## src/rtl/hyper_target.sv

```systemverilog
// HyperBus target emulator: decodes pin-level CA/latency/data on a fast sampling clock,
// backs reads/writes with a 16-bit RAM plus a small ID/CR0 register space.
module hyper_target #(
  parameter int unsigned ADDR_W     = 8,
  parameter int unsigned LATENCY    = 6,
  parameter bit          DOUBLE_LAT = 1'b1
) (
  input  logic       clk,
  input  logic       rstn,
  input  logic       hb_ck,
  input  logic       hb_cs_l,
  input  logic       hb_rst_l,
  input  logic [7:0] dq_in,
  output logic [7:0] dq_out,
  output logic       dq_oe,
  input  logic       rwds_in,
  output logic       rwds_out,
  output logic       rwds_oe,
  output logic       busy
);

  localparam int unsigned TACC    = DOUBLE_LAT ? 2 * LATENCY : LATENCY;
  localparam logic [15:0] D0      = 16'(4 + 2 * TACC);
  localparam logic [15:0] CR0_RST = 16'h8F1F;
  localparam logic [15:0] ID0     = 16'h0C81;

  typedef enum logic [2:0] {S_IDLE, S_CA, S_LAT, S_RDATA, S_WDATA} state_t;

  state_t r_state, w_state_nxt;

  logic              r_ck_s1, r_ck_s2, r_ck_d;
  logic              r_cs_s1, r_cs_s2, r_cs_d;
  logic              r_rst_s1, r_rst_s2;
  logic [7:0]        r_dq_s1, r_dq_s2;
  logic              r_rwds_s1, r_rwds_s2;

  logic [15:0]       r_cnt;
  logic              r_odd;
  logic [39:0]       r_ca;
  logic              r_rw, r_as;
  logic [ADDR_W-1:0] r_addr;
  logic [7:0]        r_wbyte;
  logic [15:0]       r_cr0;
  logic              r_rd_pend, r_rd_hi;
  logic [7:0]        r_dq_out;
  logic              r_dq_oe, r_rwds_out, r_rwds_oe;

  logic [15:0]       r_mem [0:(1 << ADDR_W) - 1];
  logic [15:0]       r_mem_q;

  logic              w_edge, w_cs_fall, w_cs_rise, w_abort, w_data_edge;
  logic [47:0]       w_ca;
  logic [31:0]       w_addr_full;
  logic              w_wr_mem, w_we_hi, w_we_lo;
  logic [15:0]       w_rword;
  logic              w_unused;

  assign w_edge      = r_ck_s2 ^ r_ck_d;
  assign w_cs_fall   = r_cs_d & ~r_cs_s2;
  assign w_cs_rise   = ~r_cs_d & r_cs_s2;
  assign w_abort     = w_cs_rise | ~r_rst_s2;
  assign w_ca        = {r_ca, r_dq_s2};
  assign w_addr_full = {w_ca[44:16], w_ca[2:0]};
  assign w_unused    = ^{w_ca[45], w_ca[15:3], w_addr_full[31:ADDR_W]};

  assign w_wr_mem = w_data_edge & ~r_rw & ~r_as;
  assign w_we_hi  = w_wr_mem & ~r_rwds_s2 & ~r_odd;
  assign w_we_lo  = w_wr_mem & ~r_rwds_s2 & r_odd;
  assign w_rword  = r_as ? (r_addr[0] ? r_cr0 : ID0) : r_mem_q;

  assign dq_out   = r_dq_out;
  assign dq_oe    = r_dq_oe;
  assign rwds_out = r_rwds_out;
  assign rwds_oe  = r_rwds_oe;
  assign busy     = (r_state != S_IDLE);

  // DQ/RWDS ride through the same two stages as CK so each byte lines up with its edge.
  always_ff @(posedge clk or negedge rstn) begin
    if (!rstn) begin
      r_ck_s1   <= 1'b0;
      r_ck_s2   <= 1'b0;
      r_ck_d    <= 1'b0;
      r_cs_s1   <= 1'b1;
      r_cs_s2   <= 1'b1;
      r_cs_d    <= 1'b1;
      r_rst_s1  <= 1'b1;
      r_rst_s2  <= 1'b1;
      r_dq_s1   <= '0;
      r_dq_s2   <= '0;
      r_rwds_s1 <= 1'b0;
      r_rwds_s2 <= 1'b0;
    end else begin
      r_ck_s1   <= hb_ck;
      r_ck_s2   <= r_ck_s1;
      r_ck_d    <= r_ck_s2;
      r_cs_s1   <= hb_cs_l;
      r_cs_s2   <= r_cs_s1;
      r_cs_d    <= r_cs_s2;
      r_rst_s1  <= hb_rst_l;
      r_rst_s2  <= r_rst_s1;
      r_dq_s1   <= dq_in;
      r_dq_s2   <= r_dq_s1;
      r_rwds_s1 <= rwds_in;
      r_rwds_s2 <= r_rwds_s1;
    end
  end

  always_ff @(posedge clk or negedge rstn) begin
    if (!rstn) r_state <= S_IDLE;
    else       r_state <= w_state_nxt;
  end

  always_comb begin
    w_state_nxt = r_state;
    w_data_edge = 1'b0;
    case (r_state)
      S_IDLE:  if (w_cs_fall) w_state_nxt = S_CA;
      S_CA:    if (w_edge && r_cnt == 16'd5)
                 w_state_nxt = (!w_ca[47] && w_ca[46]) ? S_WDATA : S_LAT;
      S_LAT:   if (w_edge && r_cnt == D0) begin
                 w_data_edge = 1'b1;
                 w_state_nxt = r_rw ? S_RDATA : S_WDATA;
               end
      S_RDATA: w_data_edge = w_edge;
      S_WDATA: begin
                 w_data_edge = w_edge;
                 if (w_edge && r_as && r_odd) w_state_nxt = S_IDLE;
               end
      default: w_state_nxt = S_IDLE;
    endcase
    if (w_abort) begin
      w_state_nxt = S_IDLE;
      w_data_edge = 1'b0;
    end
  end

  always_ff @(posedge clk or negedge rstn) begin
    if (!rstn) begin
      r_cnt      <= '0;
      r_odd      <= 1'b0;
      r_ca       <= '0;
      r_rw       <= 1'b0;
      r_as       <= 1'b0;
      r_addr     <= '0;
      r_wbyte    <= '0;
      r_cr0      <= CR0_RST;
      r_rd_pend  <= 1'b0;
      r_rd_hi    <= 1'b0;
      r_dq_out   <= '0;
      r_dq_oe    <= 1'b0;
      r_rwds_out <= 1'b0;
      r_rwds_oe  <= 1'b0;
    end else if (w_abort) begin
      r_rd_pend  <= 1'b0;
      r_dq_oe    <= 1'b0;
      r_rwds_oe  <= 1'b0;
      r_rwds_out <= 1'b0;
      if (!r_rst_s2) r_cr0 <= CR0_RST;
    end else begin
      r_rd_pend <= 1'b0;
      if (r_rd_pend) begin
        r_dq_out   <= r_rd_hi ? w_rword[15:8] : w_rword[7:0];
        r_rwds_out <= r_rd_hi;
      end
      case (r_state)
        S_IDLE: if (w_cs_fall) begin
          r_cnt <= '0;
          r_odd <= 1'b0;
        end
        S_CA: if (w_edge) begin
          r_ca       <= {r_ca[31:0], r_dq_s2};
          r_cnt      <= r_cnt + 16'd1;
          r_rwds_oe  <= 1'b1;
          r_rwds_out <= DOUBLE_LAT;
          if (r_cnt == 16'd5) begin
            r_rw   <= w_ca[47];
            r_as   <= w_ca[46];
            r_addr <= w_addr_full[ADDR_W-1:0];
          end
        end
        S_LAT: if (w_edge) r_cnt <= r_cnt + 16'd1;
        default: ;
      endcase
      // Register space never advances the address, so a register read repeats one word.
      if (w_data_edge) begin
        r_odd <= ~r_odd;
        if (r_rw) begin
          r_rd_pend <= 1'b1;
          r_rd_hi   <= ~r_odd;
          r_dq_oe   <= 1'b1;
          if (r_odd && !r_as) r_addr <= r_addr + 1'b1;
        end else begin
          r_rwds_oe <= 1'b0;
          if (r_as) begin
            if (!r_odd) r_wbyte <= r_dq_s2;
            else        r_cr0   <= {r_wbyte, r_dq_s2};
          end else if (r_odd) begin
            r_addr <= r_addr + 1'b1;
          end
        end
      end
    end
  end

  // The read word is refetched every cycle from the pre-increment address, so the low
  // byte driven one cycle after an odd edge still comes from the word just finished.
  always_ff @(posedge clk) begin
    if (w_we_hi) r_mem[r_addr][15:8] <= r_dq_s2;
    if (w_we_lo) r_mem[r_addr][7:0]  <= r_dq_s2;
    r_mem_q <= r_mem[r_addr];
  end

endmodule
```

## config.mk

```make
export PLATFORM = sky130hd
export DESIGN_NAME = hyper_target
export DESIGN_NICKNAME = d
export VERILOG_FILES = /design/src/rtl/hyper_target.sv
export SDC_FILE = /design/constraint.sdc
export NUM_CORES = 2
export LEC_CHECK = 0
export ABC_AREA = 0
export CORE_ASPECT_RATIO = 2
export CORE_MARGIN = 4
export CORE_UTILIZATION = 35
export DETAILED_ROUTE_END_ITERATION = 10
export PLACE_DENSITY = 0.49
export SYNTH_ARGS = -nofsm -noshare
export SYNTH_HDL_FRONTEND = slang
export SYNTH_SLANG_ARGS = --single-unit
```

## constraint.sdc

```tcl
create_clock -name clk -period 14.15 [get_ports clk]
set_input_delay 1.415 -clock clk [delete_from_list [all_inputs] [get_ports clk]]
set_output_delay 1.415 -clock clk [all_outputs]
set_load 0.01 [all_outputs]
```

# After elaboration in Yosys (flattened, before gate mapping)
# Memories as Yosys holds them, arrays and structs flattened. A register that Yosys moved wholly into a read port is not among the register bits.
# Cells that the tools add are included.
# classes
n_bitwise,17
addsub,2
n_reduce_logical,29
n_mux,53
eq_ne,15
# ops
op,count
$mux 16,10
$mux 8,9
$pmux 16 s2,1
$mux 1,24
$mux 3,7
$add 16x1->16 const B,1
$eq 16x3->1 const B,1
$eq 16x5->1 const B,1
$pmux 3 s5,1
$reduce_and 5->1,3
$reduce_bool 2->1,7
$ne 3x3->1 const B,4
$reduce_and 3->1,3
$add 8x1->8 const B,1
$not 1->1,8
$reduce_and 4->1,2
$and 1x1->1,7
$eq 3x2->1 const B,2
$logic_and 1x1->1,6
$ne 2x2->1 const B,3
$ne 2x1->1 const B,2
$reduce_and 2->1,2
$reduce_or 2->1,2
$eq 3x1->1 const B,1
other kinds (7),8
# word_totals
regBits,133
mem_bits_rw,4096
word_cells,144
mem_count,1
in_bits,14
out_inout_bits,12
# mem_list
memory,depth,width,rd,rd_ports_with_merged_regs,wr,line,source
r_mem,256,16,1,1,1,48,logic [15:0] r_mem [0:(1 << ADDR_W) - 1];

# Logic depth before layout (Yosys ltp)
# logic_depth
ltp_word,11
mapped_depth,11
depth_no_buf,8

# Worst setup path after synthesis
# OpenSTA, ideal clock, no wires.
# synth_path
path_kind,register to register
startpoint,register r_dq_s2[2]
endpoint,memory r_mem[0][10] (data pin)
setup_slack_ps,6635
path_stages_with_launch,1
t_arrival_ps,6103
period_less_slack_ps,7515
t_required_ps,12737
cell_sequence,dfrtp_1
# synth_rtl
element,line,source
start: declaration,34,"logic [7:0] r_dq_s1, r_dq_s2;"
start signal: assignment,102,r_dq_s2 <= r_dq_s1;
end: declaration,48,
# Straight into the memory's write port.

==> impl_metrics.tcl <==
set metrics [dict create \
    place.gp.congestion 0.789 \
    endpoint_kind "register" \
    power_density_nw_per_um2 136 \
    critPathBufInv 5 \
    p_clk_frac 0.413 \
    synthToLayoutAreaGrowth_pct 12.3 \
    ys_seq_area_frac 0.782 \
    cp_slowest_stage_delay_ns 1.24 \
    clock_skew_ns 0.0578 \
    drcViolationCount 0 \
    drive_gt1_frac 0.239 \
    critical_path.cell_chain "buf_12, buf_12, buf_4, buf_12, mux4_2, a22oi_1, a21oi_1, o41ai_1, buf_4, nand4_1" \
    fin_crit_sh 0.476 \
    grt_max_degree 201 \
    gr-usage-all-layers 0.192 \
    avgRoutedWirePerCell_um 33.1 \
    antenna_left 0 \
    netSwitchingFraction 0.212 \
    drt_first_pass_iters 7 \
    cpMostUsedCell "buf_12" \
    vdd_drop_max_mv 0.110 \
    layout_common_cells "edfxtp_1 (4096), mux4_2 (1024), nor2_1 (534)" \
    start_kind "register" \
    seq_power_share 0.560 \
    synth_fp_nets 7492 \
    p_int_uw 19400 \
    grt_pass1_wl_um 648000 \
    pin_count 26 \
    fmax_mhz 148 \
    fin_crit_ns 6.73 \
    rows 352 \
    hold_viol 0 \
    antenna_found_initial 14 \
    dp_cells 13200 \
    port-buffer-count 25 \
    die_h_um 968 \
    synth.distinct_cells 61 \
    crit_family "buffers and inverters" \
    r2r-end "r_mem_q[1]" \
    routed.top_layer "met5" \
    wl_met1_um 158000 \
    layout.cells.non_filler 13900 \
    maxCapViolCount 1 \
    hold_buffers 0 \
    p_sw_uw 5220 \
    synth_edf_count 4096 \
    ff2ff_setup_slack_ns 7.42 \
    clk_latency_ns 0.97 \
    synthCells 7471 \
    htreeDepth 5 \
    maxSlewHeadroom 0.000880 \
    violations "capacitance limit" \
    cts_setup_buffers 0 \
    setup_violations 0 \
    tritoncts "yes" \
    post_cts_resized 0 \
    final_util 0.394 \
    drt-total-wl_um 460000 \
    clk_pin_slew_ns 0.07 \
    drtIter0Drc 6404 \
    r2r_cells 10 \
    die-area_um2 472000 \
    power.total_uw 24700 \
    final-max-slew-violation-count 0 \
    layout_commonest_cell "edfxtp_1" \
    hp-class "in2async" \
    crit_type "reg2reg" \
    syn_avg_cell_area_um2 21.6 \
    dr_wl_met3_um 16600 \
    viasPerCell 5.47 \
    coreArea_um2 459000 \
    cts_num_sinks 4225 \
    netlist_area_um2 161000 \
    finalNetCount 7583 \
    synth_flop_cell "edfxtp_1" \
    clockBufferDepth 4 \
    asyncSetResetFlopFracSynth 0.0267 \
    leakage_uw 0.0527 \
    crit_fanout 91 \
    met2_wirelength_um 258000 \
    hold_ws_ns 0.350 \
    r2r_start "r_addr[0]" \
    grt_overflow_total 0 \
    yosysWarnings 0 \
    worst_pin_slew_ns 1.49 \
    worstPathArrival_ns 7.50 \
    place_hpwl_um 287000 \
    comb_power_share 0.028 \
    ys_ff_latch 4225 \
    die_w_um 488 \
    cts_root_buf "clkbuf_16" \
    required_ns 14.92 \
    cpMaxStageDelayCell "o41ai_1" \
    initial_core_util 0.351 \
    setup_tns_ns 0 \
    vias 76000 \
    status "complete, but fails checks" \
    rsz0062_at_grt "no" \
    grt_pass1_vias 82400 \
    cts_made_buffers 367 \
]
## cell usage after synthesis, types with 2 or more instances
library cell | n | share of area
a211oi_1 | 2 | 0.000093
a21boi_0 | 3 | 0.00014
a21o_1 | 6 | 0.00028
a21oi_1 | 269 | 0.0083
a221oi_1 | 12 | 0.00065
a22o_1 | 6 | 0.00033
a22oi_1 | 512 | 0.024
a2bb2oi_1 | 6 | 0.00033
a31oi_1 | 6 | 0.00023
and2_1 | 5 | 0.00019
and3_1 | 11 | 0.00043
buf_1 | 25 | 0.00058
buf_2 | 114 | 0.0035
clkbuf_1 | 351 | 0.0082
dfrtp_1 | 98 | 0.015
dfstp_2 | 15 | 0.0024
dfxtp_1 | 16 | 0.0020
edfxtp_1 | 4096 | 0.76
ha_1 | 7 | 0.00054
inv_1 | 13 | 0.00030
mux2_2 | 28 | 0.0020
mux2i_1 | 5 | 0.00031
mux4_2 | 1024 | 0.14
nand2_1 | 80 | 0.0019
nand2b_1 | 7 | 0.00027
nand3_1 | 15 | 0.00047
nand4_1 | 20 | 0.00078
nor2_1 | 536 | 0.012
nor2b_1 | 9 | 0.00035
nor3_1 | 14 | 0.00043
nor4_1 | 3 | 0.00012
o21ai_0 | 23 | 0.00071
o22a_1 | 11 | 0.00060
o22ai_1 | 10 | 0.00039
o31ai_1 | 15 | 0.00070
o41ai_1 | 65 | 0.0035
or2_2 | 3 | 0.00012
or3_1 | 4 | 0.00016
xnor2_1 | 4 | 0.00022
## worst register-to-register path, stage by stage (launching register included)
cell and delay [ns]:
dfrtp_4 0.83, buf_12 0.63, buf_12 0.68, buf_4 0.87, buf_12 0.64, mux4_2 0.83
a22oi_1 0.27, a21oi_1 0.19, o41ai_1 1.24, buf_4 0.27, nand4_1 0.09
## worst max-delay path by stage
stage,depth (start not counted),start,to,slack (ns)
3_5_place_dp,10,r_addr[0],r_mem_q[1],7.33
4_1_cts,10,r_addr[0],r_mem_q[1],7.27
5_1_grt,10,r_addr[0],r_mem_q[1],7.01
6_report,10,r_addr[0],r_mem_q[1],7.42
3_3_place_gp,8,r_addr[0],r_mem_q[14],6.90
2_1_floorplan,0,r_dq_s2[2],r_mem[0][10],6.63
## power by group through the flow
stage,clock (µW),combinational [µW],sequential (µW)
finish,10200,679,13800
global route,10900,716,13800
CTS,10400,693,13800
detailed placement,0,693,14100
global placement,0,672,14100
floorplan,0,249,14200
## kinds of logic after synthesis
kind of cell / Yosys count / synth area share
xor+xnor: 5 / 0.000272
fa+ha+maj: 7 / 0.000543
mux: 1057 / 0.145
simple gates: 717 / 0.0183
buf+inv: 505 / 0.0127
flops: 4225 / 0.782
compound gates: 955 / 0.0407
## layer usage
| metal | global-route usage | up-vias |
|---|---|---|
| met1 | 0.208 | 41600 |
| met2 | 0.366 | 2051 |
| met5 | 0 | - |
| met4 | 0.0981 | 4 |
| li1 | - | 31600 |
| met3 | 0.0204 | 704 |
## state kept, by name (all words and copies together) (netlist names), 3 cells and up
name / count
r_addr: 8
r_dq_s1: 8
r_cnt: 16
r_wbyte: 8
r_ca: 20
r_state: 3
r_dq_s2: 8
dq_out: 8
r_mem_q: 16
r_mem: 4096
r_cr0: 16
## cell type report
class	instances	area (µm²)
clock buffers	466	9900
inverters	14	52.6
fillers	40700	278000
repair buffers	213	1930
multi-input cells	2741	33600
flip-flops and latches	4225	126000
clock inverters	197	1920
well taps	6018	7530
diodes	12	30.0
## stage by stage
step | area, µm² | setup slack (ns)
6_report | 181000 | 7.42
5_1_grt | 181000 | 7.01
4_1_cts | 181000 | 7.27
3_5_place_dp | 169000 | 7.33
3_3_place_gp | 169000 | 6.90
2_1_floorplan | 161000 | 6.63
Power figures use the tool's default switching activity.
